**src/rtl/loader_pkg.sv**
```systemverilog
// rtl/loader_pkg.sv - shared types and constants for the boot program loader
// Contents:
//   load_state_e         loader FSM states
//   rx_state_e           UART receiver states
//   DEFAULT_CLKS_PER_BIT 100 MHz / 115200 baud
//   len_from_byte()      maps the length byte to a 9-bit image length
package loader_pkg;

  typedef enum logic [1:0] {
    WAIT_LEN,
    LOAD,
    DONE,
    ERROR
  } load_state_e;

  typedef enum logic [1:0] {
    RX_IDLE,
    RX_START,
    RX_DATA,
    RX_STOP
  } rx_state_e;

  localparam int DEFAULT_CLKS_PER_BIT = 868;

  // A length byte of zero stands for a full 256-byte image.
  function automatic logic [8:0] len_from_byte(input logic [7:0] b);
    return (b == 8'd0) ? 9'd256 : {1'b0, b};
  endfunction

endpackage

```
**src/rtl/uart_rx.sv**
```systemverilog
// rtl/uart_rx.sv - 8N1 UART receiver with mid-bit sampling and framing check
// Ports:
//   clock     in   system clock, rising edge
//   reset     in   synchronous active-high reset
//   rx        in   asynchronous serial line, idle high
//   rx_data   out  received byte, valid while rx_valid is high
//   rx_valid  out  one-cycle pulse per good frame
//   rx_ferr   out  one-cycle pulse per frame with a low stop bit
module uart_rx
  import loader_pkg::*;
#(
  parameter int CLKS_PER_BIT = DEFAULT_CLKS_PER_BIT
) (
  input  logic       clock,
  input  logic       reset,
  input  logic       rx,
  output logic [7:0] rx_data,
  output logic       rx_valid,
  output logic       rx_ferr
);

  localparam int CW   = $clog2(CLKS_PER_BIT);
  localparam int HALF = CLKS_PER_BIT / 2;

  logic          sync1_q;
  logic          sync2_q;
  logic          prev_q;
  rx_state_e     state_q;
  logic [CW-1:0] cnt_q;
  logic [2:0]    bit_q;
  logic [7:0]    shift_q;
  logic [7:0]    data_q;
  logic          valid_q;
  logic          ferr_q;

  always_ff @(posedge clock) begin
    if (reset) begin
      sync1_q <= 1'b1;
      sync2_q <= 1'b1;
      prev_q  <= 1'b1;
      state_q <= RX_IDLE;
      cnt_q   <= '0;
      bit_q   <= 3'd0;
      shift_q <= 8'd0;
      data_q  <= 8'd0;
      valid_q <= 1'b0;
      ferr_q  <= 1'b0;
    end else begin
      sync1_q <= rx;
      sync2_q <= sync1_q;
      prev_q  <= sync2_q;
      valid_q <= 1'b0;
      ferr_q  <= 1'b0;
      case (state_q)
        RX_IDLE: begin
          cnt_q <= '0;
          // Only a high-to-low transition arms a frame, so after a break
          // the line must return high before the next start is accepted.
          if (prev_q && !sync2_q) begin
            state_q <= RX_START;
          end
        end
        RX_START: begin
          if (cnt_q == CW'(HALF - 1)) begin
            cnt_q <= '0;
            if (sync2_q) begin
              state_q <= RX_IDLE;  // glitch, not a real start bit
            end else begin
              bit_q   <= 3'd0;
              state_q <= RX_DATA;
            end
          end else begin
            cnt_q <= cnt_q + 1'b1;
          end
        end
        RX_DATA: begin
          if (cnt_q == CW'(CLKS_PER_BIT - 1)) begin
            cnt_q   <= '0;
            shift_q <= {sync2_q, shift_q[7:1]};  // LSB arrives first
            if (bit_q == 3'd7) begin
              state_q <= RX_STOP;
            end else begin
              bit_q <= bit_q + 3'd1;
            end
          end else begin
            cnt_q <= cnt_q + 1'b1;
          end
        end
        RX_STOP: begin
          if (cnt_q == CW'(CLKS_PER_BIT - 1)) begin
            cnt_q   <= '0;
            state_q <= RX_IDLE;
            if (sync2_q) begin
              data_q  <= shift_q;
              valid_q <= 1'b1;
            end else begin
              ferr_q <= 1'b1;
            end
          end else begin
            cnt_q <= cnt_q + 1'b1;
          end
        end
        default: state_q <= RX_IDLE;
      endcase
    end
  end

  assign rx_data  = data_q;
  assign rx_valid = valid_q;
  assign rx_ferr  = ferr_q;

endmodule

```
**src/rtl/prog_loader.sv**
```systemverilog
// rtl/prog_loader.sv - loads a length-prefixed UART image into instruction memory
// Ports:
//   clock        in   system clock, rising edge
//   reset        in   synchronous active-high reset
//   rx           in   UART serial input, idle high
//   imem_w_en    out  instruction memory write strobe, one cycle per byte
//   imem_addr    out  write address, holds when strobe is low
//   imem_w_data  out  write data, holds when strobe is low
//   cpu_reset    out  CPU hold, released only once the image is complete
//   done         out  image fully loaded
//   error        out  sticky framing error
module prog_loader
  import loader_pkg::*;
#(
  parameter int CLKS_PER_BIT = DEFAULT_CLKS_PER_BIT
) (
  input  logic       clock,
  input  logic       reset,
  input  logic       rx,
  output logic       imem_w_en,
  output logic [7:0] imem_addr,
  output logic [7:0] imem_w_data,
  output logic       cpu_reset,
  output logic       done,
  output logic       error
);

  logic [7:0] rx_data;
  logic       rx_valid;
  logic       rx_ferr;

  uart_rx #(
    .CLKS_PER_BIT(CLKS_PER_BIT)
  ) u_uart_rx (
    .clock   (clock),
    .reset   (reset),
    .rx      (rx),
    .rx_data (rx_data),
    .rx_valid(rx_valid),
    .rx_ferr (rx_ferr)
  );

  load_state_e state_q;
  logic [8:0]  len_q;
  logic [8:0]  count_q;
  logic [8:0]  count_d;
  logic        w_en_q;
  logic [7:0]  addr_q;
  logic [7:0]  wdata_q;
  logic        cpu_reset_q;
  logic        done_q;
  logic        error_q;

  assign count_d = count_q + 9'd1;

  always_ff @(posedge clock) begin
    if (reset) begin
      state_q     <= WAIT_LEN;
      len_q       <= 9'd0;
      count_q     <= 9'd0;
      w_en_q      <= 1'b0;
      addr_q      <= 8'd0;
      wdata_q     <= 8'd0;
      cpu_reset_q <= 1'b1;
      done_q      <= 1'b0;
      error_q     <= 1'b0;
    end else begin
      w_en_q <= 1'b0;
      case (state_q)
        WAIT_LEN: begin
          if (rx_ferr) begin
            error_q <= 1'b1;
            state_q <= ERROR;
          end else if (rx_valid) begin
            len_q   <= len_from_byte(rx_data);
            count_q <= 9'd0;
            state_q <= LOAD;
          end
        end
        LOAD: begin
          if (rx_ferr) begin
            error_q <= 1'b1;
            state_q <= ERROR;
          end else if (rx_valid) begin
            w_en_q  <= 1'b1;
            addr_q  <= count_q[7:0];
            wdata_q <= rx_data;
            count_q <= count_d;
            if (count_d == len_q) begin
              state_q <= DONE;
            end
          end
        end
        // done/cpu_reset change one cycle after the last strobe so the
        // CPU's first fetch sees the final write.
        DONE: begin
          done_q      <= 1'b1;
          cpu_reset_q <= 1'b0;
        end
        ERROR: begin
          error_q     <= 1'b1;
          cpu_reset_q <= 1'b1;
        end
        default: state_q <= WAIT_LEN;
      endcase
    end
  end

  assign imem_w_en   = w_en_q;
  assign imem_addr   = addr_q;
  assign imem_w_data = wdata_q;
  assign cpu_reset   = cpu_reset_q;
  assign done        = done_q;
  assign error       = error_q;

endmodule

```
**config.mk**
```make
export PLATFORM = sky130hd
export DESIGN_NAME = prog_loader
export DESIGN_NICKNAME = d
export VERILOG_FILES = /design/src/rtl/loader_pkg.sv /design/src/rtl/uart_rx.sv /design/src/rtl/prog_loader.sv
export SDC_FILE = /design/constraint.sdc
export NUM_CORES = 1
export LEC_CHECK = 0
export BUFFER_PORTS_ARGS = -buffer_cell sky130_fd_sc_hd__buf_2
export CAP_MARGIN = 20
export CORE_UTILIZATION = 40
export DETAILED_ROUTE_END_ITERATION = 16
export SYNTH_ARGS = -nofsm -noshare
export SYNTH_HDL_FRONTEND = slang
export SYNTH_SLANG_ARGS = --single-unit
```
**constraint.sdc**
```tcl
create_clock -name clock -period 5.2 [get_ports clock]
set_input_delay 0.78 -clock clock [delete_from_list [all_inputs] [get_ports clock]]
set_output_delay 0.78 -clock clock [all_outputs]
set_load 0.1 [all_outputs]
```
# Yosys cells after proc, flatten, opt, wreduce, memory -nomap -nowiden
# Index checks and enable logic that the tools add are counted.
totals:
  ff_bits: 76
  elab_cells: 106
op_classes:
  addsub: 3
  n_eq_ne: 25
  muxes: 33
  bitwise_logic: 4
  reduce_logical: 22
ops:
  columns: ["op", "n"]
  rows:
  - ["9-bit 2-to-1 mux", 5]
  - ["10-bit case mux with 3 select lines", 1]
  - ["2-bit 2-to-1 mux", 11]
  - ["10-bit 2-to-1 mux", 2]
  - ["9-bit case mux with 2 select lines", 1]
  - ["2-bit by 1-bit != test with 1-bit output, second input constant", 8]
  - ["5-bit AND reduction", 3]
  - ["3-bit 2-to-1 mux", 4]
  - ["10-bit by 1-bit adder with 10-bit output, second input constant", 1]
  - ["10-bit equality test, second input constant", 1]
  - ["10-bit by 9-bit equality test with 1-bit output, second input constant", 1]
  - ["9-bit by 1-bit adder with 9-bit output, second input constant", 1]
  - ["9-bit equality test", 1]
  - ["3-bit AND reduction", 3]
  - ["2-bit equality test, second input constant", 4]
  - ["8-bit logical NOT", 1]
  - ["2-bit != test, second input constant", 4]
  - ["2-bit case mux with 4 select lines", 1]
  - ["2-bit nonzero test", 4]
  - ["3-bit by 1-bit != test with 1-bit output, second input constant", 2]
  - ["3-bit case mux with 2 select lines", 1]
  - ["3-bit OR reduction", 2]
  - ["2-bit by 1-bit equality test with 1-bit output, second input constant", 2]
  - ["2-bit logical NOT", 2]
  - ["12 further kinds", 21]

# Logic depth before layout (Yosys ltp)
# Gate-level depths: netlist of the first run.
logic_depth:
  ltp_word: 6
  depth_mapped: 8
  depth_no_buf: 7

# Cells and area by module
# A second synthesis of the first run with hierarchy kept.
unflattened:
  hier_cells: 395
  area_unflattened_um2: 3323.2
modules_own_cells:
  columns: ["mod", "n_inst", "cells_each", "area_each_um2"]
  rows:
  - ["prog_loader", 1, 229, 1804.2]
  - ["uart_rx", 1, 166, 1519.0]

# Worst setup path after synthesis of the first run
# No wires, ideal clock.
synth_timing:
  path_type: "flip-flop to flip-flop"
  from: "register count_q[0]"
  to: "register state_q[0]"
  arrival_time_ns: 1.851
  slack_ns: 3.212
  path_stages_with_launch: 7
  period_less_slack_ns: 1.988
  cell_sequence: "dfxtp_1 -> ha_1 -> nand3_1 -> or4b_1 -> o2bb2ai_1 -> nor4b_1 -> o32ai_1"
synth_between:
  elab_chain_len: 4
synth_rtl:
  columns: ["element", "line_no", "rtl"]
  rows:
  - ["start: declaration", "prog_loader.sv:45", "logic [8:0] count_q;"]
  - ["start signal: assignment", "prog_loader.sv:88", "count_q <= count_d;"]
  - ["9-bit by 1-bit adder with 9-bit output", "prog_loader.sv:54", "assign count_d = count_q + 9'd1;"]
  - ["9-bit equality test", "prog_loader.sv:89", "if (count_d == len_q) begin"]
  - ["3-bit by 2-bit != test with 1-bit output (no line)", null, null]
  - ["4-bit AND reduction (no line)", null, null]
  - ["end signal: assignment", "prog_loader.sv:58", "state_q <= WAIT_LEN;"]
  - ["end signal: assignment", "prog_loader.sv:90", "state_q <= DONE;"]
  - ["end signal: assignment", "prog_loader.sv:104", "default: state_q <= WAIT_LEN;"]
  - ["end: declaration", "prog_loader.sv:43", "load_state_e state_q;"]
# Every way passes these cells.
# A chain may end at the register's enable or synchronous reset.

# Worst setup path in the final report of the first run
# Same ends and word-level chain as after synthesis.

==> impl_results.md, run 1 <==
- Post-DRT Antenna Nets: 0
- CP delay by family, top: simple AND/OR/NAND/NOR gates
- Post_cts resized: 0
- Worst hold path cell count: 1
- Synth warn: 0
- # hold bufs at CTS: 0
- Clock Tree Buf Depth: 2
- Leading post-synthesis cells by cell area: dfxtp_1 (47%), nand2_1 (10%), a21oi_1 (8.6%), ha_1 (3.5%), nand3_1 (3.4%)
- Num rows: 32
- Grt ovf: 0
- Post-CTS Setup Repair Bufs: 0
- Status: completed
- Router iterations before antenna repair: 4
- Design Area, Final: 0.00366 mm2
- Leak: 0.00134 uW
- Async S/R FF share, synth: 0%
- Share of cells above drive strength 1: 11.6%
- Worst Path Max Fanout: 8
- Worst Setup End Kind: flip-flop
- Most common cell in the synthesized netlist: nand2_1
- Synthesized area: 0.00326 mm2
- Clock Latency Late Sink: 0.35 ns
- Area post-placement: 0.00343 mm2
- CP max stage delay: 0.53 ns
- Syn Area/Cell: 8.19 um2
- Max_cap viols: 0
- CP max-delay cell: or4b_1
- Placed cells: 507
- Fin crit share: a little under half
- Largest net degree at the start of global routing: 35
- Die height: between 90 and 100 um
- GR Util All Layers: 16.6%
- Share of Yosys cell area claimed by the top area cell type: about 47%
- Cells after Synth: around 400
- ANT cells: 0
- WS Path Type: flip-flop to flip-flop
- CP Cell Sequence: ha_1, nand3_1, or4b_1, o2bb2ai_1, nor4b_1, o32ai_1
- Worst slew pin tran: 0.754 ns
- HP Class: flip-flop to flip-flop
- Antenna violations before repair: 0
- DIE AREA: ~0.0085 mm2
- Yosys top cell by area: dfxtp_1
- Top Ports: 23
- #FFs+latches synth: 76
- Vias in the first global route: 2474
- # setup viols final: 0
- Residual DRC: 0
- CP required: 5.41 ns
- H-tree depth: 3
- DR WL/cell: between 10 and 15 um
- Area growth, synth to finish: 12.3%
- Nets: around 430
- Max Fclk: approximately 0.42 GHz
- Syn_nets: just over 400
- Rel. slew slack: 49.6%
- RSZ-0062 raised after global routing: false
- Crit path time final: 2.38 ns
- Worst Min Path Start: u_uart_rx.sync1_q$_SDFF_PP1_
- Max VDD drop: about 0.00013 V
- GPL Wtd Cong: 0.864
- Reg-to-Reg Start: count_q[0]$_SDFFE_PP0P_
- Port buffer count: 22
- Final Hold Vio Count: 0
- Worst Skew: 0.0128 ns
- Top cells by count, synth: nand2_1 (90), dfxtp_1 (76), a21oi_1 (56)
- Synth unique cells: 48
- R2R Setup Slk: 2.82 ns
- Starting Density: 41.7%
- DR vias/cell: between 5 and 6
- CTS clock-pin slew for the worst setup and hold paths: 0.08 ns
- Seq/Total Area, Yosys: 46.7%
- Worst setup SP type: flip-flop
- Post-route setup TNS: 0 ns
- First-pass GRT wire length: 11200 um
- Slew Limit Fails: 0
- Core area: 0.00781 mm2
- Final wirelength: 6690 um
- Ys flop type: dfxtp_1
- Via Count: between 2000 and 3000
- Min Hold Slack: 0.416 ns
- Crit path depth: 6
- Reg2reg path depth: 6
- CTS tree: yes
- CTS Buf Count: 9
- Clock root cell: clkbuf_8
- WP data arrival: 2.59 ns
- Worst min-delay path endpoint: u_uart_rx.sync2_q$_SDFF_PP1_
- Worst path bufs/invs: 0
- Chip width: 92.3 um
- Post-route insts no fill: 523
- R2r endpoint: state_q[0]$_SDFFE_PP0P_
- Post-DP HPWL: 4600 um
- EDFF count, synth: 0
- Initial DRC Count: 88
- Pwr dens: 306 mW/mm2
- Sink Count: 76
==> placed cells by master (no fill, tap or decap), drive strengths merged, types with 4 or more instances in the layout <==
cell,n
a21oi,57
and3,7
buf,25
clkbuf,10
dfxtp,76
ha,9
inv,10
nand2,90
nand3,22
nor2,28
o21ai,11
or2,4
xnor2,7
xor2,11
==> kinds of logic (layout without fill, tap and decap cells) <==
kind of cell	count (synthesis)	after routing	synth area share, %
and+or+nand+nor	180	180	25.7
buffers and inverters	28	51	3.95
xor gates and xnor gates	18	18	4.84
DFF	76	76	46.7
adders and majority gates	9	9	3.45
AOI/OAI and AO/OA	87	87	15.4
==> cell type report <==
cell class,instances,area [um2]
clock inverter,6,87.6
timing repair buffer,25,133
clock buffer,10,138
sequential,76,1520
tap,102,128
fill,803,4150
inverter,10,37.5
multi-input combinational,294,1620
==> power breakdown <==
group	total (uW)	switching (uW)	internal (uW)
clock	499	217	282
combinational	32.4	21.2	11.2
sequential	588	3.59	584
==> worst max-delay path by stage <==
stage                                          to               startpoint  slack [ns]
after global routing      state_q[0]$_SDFFE_PP0P_  count_q[0]$_SDFFE_PP0P_        2.66
after global placement    state_q[0]$_SDFFE_PP0P_  count_q[0]$_SDFFE_PP0P_        2.91
after floorplan           state_q[0]$_SDFFE_PP0P_  count_q[0]$_SDFFE_PP0P_        3.21
after detailed placement  state_q[0]$_SDFFE_PP0P_  count_q[0]$_SDFFE_PP0P_        2.86
after CTS                 state_q[0]$_SDFFE_PP0P_  count_q[0]$_SDFFE_PP0P_        2.85
final                     state_q[0]$_SDFFE_PP0P_  count_q[0]$_SDFFE_PP0P_        2.82
==> routing by layer <==
layer	wire length [um]	global-route usage [%]
met5	0	0
met1	3290	21.0
met3	178	3.07
met2	3090	26.7
met4	124	8.72
==> stage by stage <==
stage	util, %	total power [uW]	worst slack (ns)
final	46.9	1120	2.82
after global routing	46.9	1160	2.66
after CTS	46.9	1130	2.85
after detailed placement	44.0	634	2.86
after global placement	44.0	634	2.91
after floorplan	-	628	3.21
==> state kept, by name, summed over array words and instances (netlist names), 2 cells and up, named ones only <==
| signal | flops |
|---|---|
| count_q | 9 |
| imem_addr | 8 |
| imem_w_data | 8 |
| len_q | 9 |
| state_q | 2 |
| u_uart_rx.bit_q | 3 |
| u_uart_rx.cnt_q | 10 |
| u_uart_rx.rx_data | 8 |
| u_uart_rx.shift_q | 8 |
Power figures use the tool's default switching activity.
==> run 2: changes to the inputs <==
--- a/config.mk
+++ b/config.mk
@@ -5,6 +5,7 @@
 export SDC_FILE = /design/constraint.sdc
 export NUM_CORES = 1
 export LEC_CHECK = 0
+export ABC_AREA = 1
 export BUFFER_PORTS_ARGS = -buffer_cell sky130_fd_sc_hd__buf_2
 export CAP_MARGIN = 20
 export CORE_UTILIZATION = 40
==> constraint.sdc (replaced) <==
create_clock -name clock -period 2.4 [get_ports clock]
set_input_delay 0.36 -clock clock [delete_from_list [all_inputs] [get_ports clock]]
set_output_delay 0.36 -clock clock [all_outputs]
set_load 0.1 [all_outputs]
==> run 2 against run 1 <==
  * Via count shrank 1.5%
  * Highest routed layer unchanged
  * Core utilization increased by 0.13 points
  * Non-clock buffer count increased by 1
  * Largest power group unchanged
  * Register-to-register slack got worse by 2.4 ns
  * Synthesized cell count grew 1.3%
  * Critical path depth up 5
  * Die area down 2.1%
  * Combinational power rose to 5.1 times the previous value
  * Hold slack got worse by 0.21 ns
  * Critical path type unchanged
  * Sequential share of layout area up 0.32 points
  * Synthesized area down 2.1%
  * Total power grew 130%
==> impl_results.md, run 2 <==
- Status: completed
- Post-DRT Antenna Nets: 0 (unchanged)
- Post-DP HPWL: 4730 um (+2.9%)
- Reg2reg path depth: 11 (+5)
- P_sw: 570 uW (+140%)
- First-pass GRT wire length: 11200 um (+0.19%)
- Worst Min Path Start: rx
- Post-synthesis simple-gate area fraction: 22.5% (-3.2 points)
- Largest family of logic cells by synthesized area: simple AND/OR/NAND/NOR gates
- Nets: 439 (+2.6%)
- Max VDD drop: 0.000594 V (+350%)
- DR WL/cell: 12.2 um (-4.7%)
- CP required: 2.63 ns (-2.78 ns)
- Clock share of power: 43.4% (-1.2 points)
- Reg-to-Reg Start: count_q[0]$_SDFFE_PP0P_
- GR Util met3: 4.69% (+1.6 points)
- Max FFs per register: 10 (unchanged)
- Placed cells: 518 (+2.2%)
- Pwr dens: 711 mW/mm2 (+130%)
- Biggest register: u_uart_rx.cnt_q
- Crit path time final: 1.97 ns (-0.409 ns)
- Share of Yosys cell area claimed by the top area cell type: 47.7% (+1.0 points)
- Synth warn: 0 (unchanged)
- Worst min-delay path endpoint: u_uart_rx.sync1_q$_SDFF_PP1_
- Worst hold path cell count: 2 (+1)
- Global-route met1 utilization: 19.7% (-1.3 points)
- Reg power frac: 50.2% (-2.3 points)
- Syn Area/Cell: 7.92 um2 (-3.3%)
- CTS Buf Count: 9 (unchanged)
- Port buffer count: 22 (unchanged)
- Design internal power: 2010 uW (+130%)
- Slew Limit Fails: 0 (unchanged)
- Area growth, synth to finish: 13.8%
- Synth unique cells: 35 (-27%)
- Router iterations before antenna repair: 5 (+1)
- CTS tree: yes
- H-tree depth: 3 (unchanged)
- # hold bufs at CTS: 0 (unchanged)
- Die height: 91.3 um (-1.0%)
- CTS clock-pin slew for the worst setup and hold paths: 0.08 ns (about the same)
- Vias in the first global route: 2570 (+3.9%)
- Syn_nets: 415 (+1.2%)
- Clock Latency Late Sink: 0.34 ns (about the same)
- Max_cap viols: 0 (unchanged)
- Max Fclk: 0.508 GHz (+21%)
- WS Path Type: flip-flop to flip-flop
- Most common cell after layout, fill and taps aside: dfxtp_1
- Fin crit share: 82.1% (+36 points)
- DR vias/cell: 5.02 (-3.6%)
- Residual DRC: 0 (unchanged)
- Largest net degree at the start of global routing: 30 (-14%)
- ANT cells: 0 (unchanged)
- Cells after Synth: 403 (+1.3%)
- Num rows: 32 (unchanged)
- M2 GR Usage: 29.5% (+2.7 points)
- Worst setup SP type: flip-flop
- Core area: 0.00773 mm2 (-1.0%)
- Worst slew pin tran: 0.491 ns (-0.263 ns)
- Worst Path Max Fanout: 7 (-1)
- R2r endpoint: state_q[0]$_SDFFE_PP0P_
- RSZ-0062 raised after global routing: false
- Most common cell in the synthesized netlist: dfxtp_1
- Worst Setup End Kind: flip-flop
- Post-CTS Setup Repair Bufs: 0 (unchanged)
- Ys flop type: dfxtp_1
- Grt ovf: 0 (unchanged)
- Final Hold Vio Count: 0 (unchanged)
- Sw Ratio: 22.1% (+0.48 points)
- GR Util All Layers: 16.8% (+0.26 points)
- WP data arrival: 2.19 ns (-0.40 ns)
- Leak: 0.00143 uW (+6.8%)
- Yosys top cell by area: dfxtp_1
- Compound-Gate Fraction of Synth Area: 17.0% (+1.6 points)
- Final wirelength: 6510 um (-2.7%)
- Initial DRC Count: 114 (+30%)
- #FFs+latches synth: 76 (unchanged)
- Commonest cells after routing, fill and taps aside: dfxtp_1 (76), nor2_1 (50), inv_1 (47)
- Leading post-synthesis cells by cell area: dfxtp_1 (48%), a21oi_1 (6.0%), o21ai_0 (6.0%), nor2_1 (5.9%), inv_1 (5.5%)
- Share of cells above drive strength 1: 13.2% (+1.6 points)
- Top cells by count, synth: dfxtp_1 (76), nor2_1 (50), inv_1 (47)
- Sink Count: 76 (unchanged)
- R2R Setup Slk: 0.43 ns (-2.39 ns)
- Worst Skew: 0.00998 ns (-0.00285 ns)
- HP Class: input pin to flip-flop
- Chip width: 91.3 um (-1.0%)
- Mux contribution to synthesized area: 0% (unchanged)
- Post-Synth Adder-Cell Area: 3.53% (+0.075 points)
- Comb power frac: 6.4% (+3.5 points)
- Async S/R FF share, synth: 0% (unchanged)
- Clock root cell: clkbuf_8
- Top Ports: 23 (unchanged)
- Post_cts resized: 0 (unchanged)
- Post-route insts no fill: 534 (+2.1%)
- # setup viols final: 0 (unchanged)
- Most Crowded Layer GR: met2
- XOR/XNOR share of the synthesized area: 1.65% (-3.2 points)
- Via Count: 2681 (-1.5%)
- Top Registers: u_uart_rx.cnt_q x10, count_q x9, len_q x9
- Starting Density: 41.3% (-0.46 points)
- Synthesized area: 0.00319 mm2 (-2.1%)
- Antenna violations before repair: 0 (unchanged)
- Seq/Total Area, Yosys: 47.7% (+1.0 points)
- EDFF count, synth: 0 (unchanged)
- Post-route setup TNS: 0 ns (unchanged)
- DIE AREA: 0.00834 mm2 (-2.1%)
- Rel. slew slack: 67.5% (+18 points)
- Clock Tree Buf Depth: 2 (unchanged)
- GPL Wtd Cong: 0.816 (-5.6%)
## run 2: cell count changes in the layout (fill, tap and decap cells not counted), moves of 5 or more
cell      before  now
xnor2_1        7    2
o21ai_0       11   38
nand2_1       90   45
a21oi_1       56   38
a211oi_1       1    7
nor2_1        28   50
and3_1         7    0
o32ai_1        1    6
inv_1         10   47
nor3_1         3   11
xor2_1        11    4
## run 2: critical path, stage by stage (launching register included)
cell and delay (ns):
dfxtp_1 0.47, ha_1 0.25, nand2_1 0.11, nor2_2 0.22
nand2_1 0.10, nand3_1 0.08, nand2_1 0.05, nand3b_1 0.14
nor2_1 0.15, nand3_1 0.15, nand2_1 0.09, a21oi_1 0.05
## run 2: cell families after synthesis
family                   after synthesis
buffers and inverters                 61
AND/OR/NAND/NOR                      154
flip-flops                            76
adder cells (fa/ha/maj)                9
XOR/XNOR                               6
AO/OA/AOI/OAI                         97
## run 2: how the worst max path moves through the flow
stage,start,end,slack [ns],cells past startpoint
final,count_q[0]$_SDFFE_PP0P_,state_q[0]$_SDFFE_PP0P_,0.43,11
after CTS,count_q[0]$_SDFFE_PP0P_,state_q[0]$_SDFFE_PP0P_,0.46,11
after global placement,count_q[0]$_SDFFE_PP0P_,state_q[0]$_SDFFE_PP0P_,0.46,11
after detailed placement,count_q[0]$_SDFFE_PP0P_,state_q[0]$_SDFFE_PP0P_,0.47,11
after floorplan,count_q[0]$_SDFFE_PP0P_,state_q[0]$_SDFFE_PP0P_,0.84,11
after global routing,count_q[0]$_SDFFE_PP0P_,state_q[0]$_SDFFE_PP0P_,0.26,11
## run 2: power by group through the flow
stage	sequential (uW)	combinational, uW	clock [uW]
final	1300	165	1120
after global routing	1300	192	1210
after CTS	1300	166	1150
after detailed placement	1320	165	0
after global placement	1320	161	0
after floorplan	1320	134	0
## run 2: metrics by stage
step	hold slack (ns)	area (um2)	setup slack, ns	util, %	total power (uW)
floorplan	0.389	3190	0.841	-	1460
global placement	0.395	3400	0.458	43.9	1490
detailed placement	0.395	3400	0.470	43.9	1490
CTS	0.186	3630	0.459	47.0	2610
global route	0.189	3630	0.256	47.0	2700
finish	0.202	3630	0.430	47.0	2580
## run 2: layout make-up
type | instances | area, um2
fillers | 784 | 4100
flip-flops and latches | 76 | 1520
multi-input cells | 266 | 1430
inverters | 48 | 180
clock buffers | 13 | 169
repair buffers | 26 | 140
well taps | 102 | 128
clock inverters | 3 | 67.6
## run 2: metal layers
layer	vias to the layer above	wire [um]
met5	-	0
met3	6	256
met2	51	3170
li1	1393	-
met4	0	100
met1	1231	2980
==> run 3: changes to the inputs <==
==> constraint.sdc (replaced) <==
create_clock -name clock -period 1.9 [get_ports clock]
set_input_delay 0.285 -clock clock [delete_from_list [all_inputs] [get_ports clock]]
set_output_delay 0.285 -clock clock [all_outputs]
set_load 0.1 [all_outputs]
==> run 3 against run 2 <==
  * Clock power barely moved
  * Global-route usage increased by 0.14 points
  * Total power is 15% higher
  * Highest routed layer unchanged
  * Final area decreased by 0.10%
  * Non-clock buffer count rose by 5
  * Clock skew fell by 0.00060 ns
  * Sequential share of layout area barely moved
  * Flip-flop and latch count stayed put
  * Register-to-register slack got worse by 0.27 ns
  * Final cell count increased by 0.94%
  * Critical path depth decreased by 5
  * Hold slack got worse by 0.082 ns
==> impl_results.md, run 3 (synthesized netlist as in run 2, its figures left out) <==
- Post-DRT Antenna Nets: 0 (unchanged)
- Share of cells above drive strength 1: 14.2% (+0.99 points)
- Max FFs per register: 10 (unchanged)
- # setup viols final: 0 (unchanged)
- Via Count: 2667 (-0.52%)
- Chip width: 91.3 um (unchanged)
- Max_cap viols: 0 (unchanged)
- Residual DRC: 0 (unchanged)
- Final Hold Vio Count: 0 (unchanged)
- First-pass GRT wire length: 11300 um (+0.80%)
- Top Ports: 23 (unchanged)
- Area post-placement: 0.00345 mm2 (+1.5%)
- Clock root cell: clkbuf_8
- CTS tree: yes
- Commonest cells after routing, fill and taps aside: dfxtp_1 (76), nor2_1 (50), inv_1 (47)
- H-tree depth: 3 (unchanged)
- Vias in the first global route: 2494 (-3.0%)
- Initial DRC Count: 70 (-39%)
- # hold bufs at CTS: 0 (unchanged)
- Max Fclk: 0.574 GHz (+13%)
- Min Hold Slack: 0.120 ns (-0.0823 ns)
- HP Class: input pin to flip-flop
- Post-CTS Setup Repair Bufs: 0 (unchanged)
- Design Area, Final: 0.00363 mm2 (-0.10%)
- CP Cell Sequence: inv_1, ha_1, o21ai_0, nand4_1, o21ai_0, a21oi_1
- Leak: 0.00143 uW (-0.17%)
- Nets: 444 (+1.1%)
- DR WL/cell: 12.2 um (about the same)
- Area growth, synth to finish: 13.7%
- Grt ovf: 0 (unchanged)
- Clock Latency Late Sink: 0.34 ns (about the same)
- Core area: 0.00773 mm2 (unchanged)
- Worst Setup End Kind: flip-flop
- Worst setup SP type: flip-flop
- Router iterations before antenna repair: 5 (unchanged)
- WS Path Type: flip-flop to flip-flop
- ANT cells: 0 (unchanged)
- CP required: 2.12 ns (-0.51 ns)
- Worst Skew: 0.00938 ns (-0.000601 ns)
- Num rows: 32 (unchanged)
- DR vias/cell: 4.95 (-1.4%)
- Rel. slew slack: 67.8% (+0.33 points)
- CTS clock-pin slew for the worst setup and hold paths: 0.08 ns (about the same)
- Worst Path Max Fanout: 9 (+2)
- Top Registers: u_uart_rx.cnt_q x10, count_q x9, len_q x9
- Max VDD drop: 0.000388 V (-35%)
- Largest net degree at the start of global routing: 26 (-13%)
- CP max-delay cell: dfxtp_1
- Biggest register: u_uart_rx.cnt_q
- Post-DP HPWL: 4630 um (-2.1%)
- # fillers: 766 (-2.3%)
- GPL Wtd Cong: 0.851 (+4.3%)
- Post_cts resized: 0 (unchanged)
- Die height: 91.3 um (unchanged)
- CTS Buf Count: 9 (unchanged)
- Final wirelength: 6560 um (+0.85%)
- Starting Density: 41.3% (unchanged)
- Port buffer count: 22 (unchanged)
- Slew Limit Fails: 0 (unchanged)
- Post-route setup TNS: 0 ns (unchanged)
- WP data arrival: 1.97 ns (-0.22 ns)
- Most common cell after layout, fill and taps aside: dfxtp_1
- RSZ-0062 raised after global routing: false
- GR Util All Layers: 17.0% (+0.14 points)
- Most used cell, CP: o21ai_0
- Sink Count: 76 (unchanged)
- Worst slew pin tran: 0.486 ns (-0.00494 ns)
- DIE AREA: 0.00834 mm2 (unchanged)
- Antenna violations before repair: 0 (unchanged)
- Pwr dens: 816 mW/mm2 (+15%)
- Crit path time final: 1.74 ns (-0.227 ns)
- CP max stage delay: 0.38 ns (-0.09 ns)
- Clock Tree Buf Depth: 2 (unchanged)
- Status: completed
- Fin crit share: 91.7% (+9.6 points)
run 3: cell count changes in the layout (fill, tap and decap cells not counted):
cell        change
buf_4           +4
bufinv_16       -2
clkbuf_8        -2
clkinvlp_4      +2
buf_12          +1
clkinv_2        +1
inv_6           +1
nor2_2          -1
nor2_4          +1
run 3: layout make-up:
class	instances	area (um2)	share of cell area [%]
repair buffers	31	190	5.24
well taps	102	128	3.52
flip-flops and latches	76	1520	41.9
clock inverters	5	36.3	1.00
multi-input cells	266	1430	39.4
inverters	48	180	4.97
clock buffers	11	141	3.90
run 3: stage by stage:
stage,utilization [%],total power (uW),setup slack [ns],cells
after CTS,46.9,3000,0.157,539
after floorplan,-,1840,0.341,403
after global routing,47.0,3110,0.0103,539
final,47.0,2960,0.157,539
after detailed placement,44.6,1890,0.164,523
after global placement,44.6,1880,0.243,523
run 3: worst paths after layout:
kind	end	from	cells past startpoint	slack, ns
worst max-delay path	flip-flop	u_uart_rx.state_q[0]$_SDFFE_PP0P_	6	0.16
worst min-delay path	u_uart_rx.sync1_q$_SDFF_PP1_	rx	2	0.12
worst max register to register	flip-flop	u_uart_rx.state_q[0]$_SDFFE_PP0P_	6	0.16
worst min register to register	u_uart_rx.sync2_q$_SDFF_PP1_	u_uart_rx.sync1_q$_SDFF_PP1_	1	0.41
run 3: power by group:
| part | total, uW | internal (uW) | leakage (uW) | switching (uW) |
|---|---|---|---|---|
| logic | 215 | 79.3 | 0.000735 | 136 |
| registers | 1640 | 1620 | 0.000613 | 19.1 |
| clock network | 1110 | 512 | 0.0000820 | 597 |
run 3: metal layers:
layer  track usage, %  up-vias  share of wire (%)
met1             21.2     1209                 50
met4             6.75        0                1.4
li1                 -     1413                  -
met3             3.35       10                2.4
met2             28.7       35                 46
met5                0        -                  0
run 3: critical path: cells and delay by family, from the launching register on:
| kind | cells | cell delay, ns |
|---|---|---|
| compound gates | 3 | 0.63 |
| flops | 1 | 0.38 |
| fa+ha+maj | 1 | 0.34 |
| simple gates | 1 | 0.19 |
| buf+inv | 1 | 0.09 |
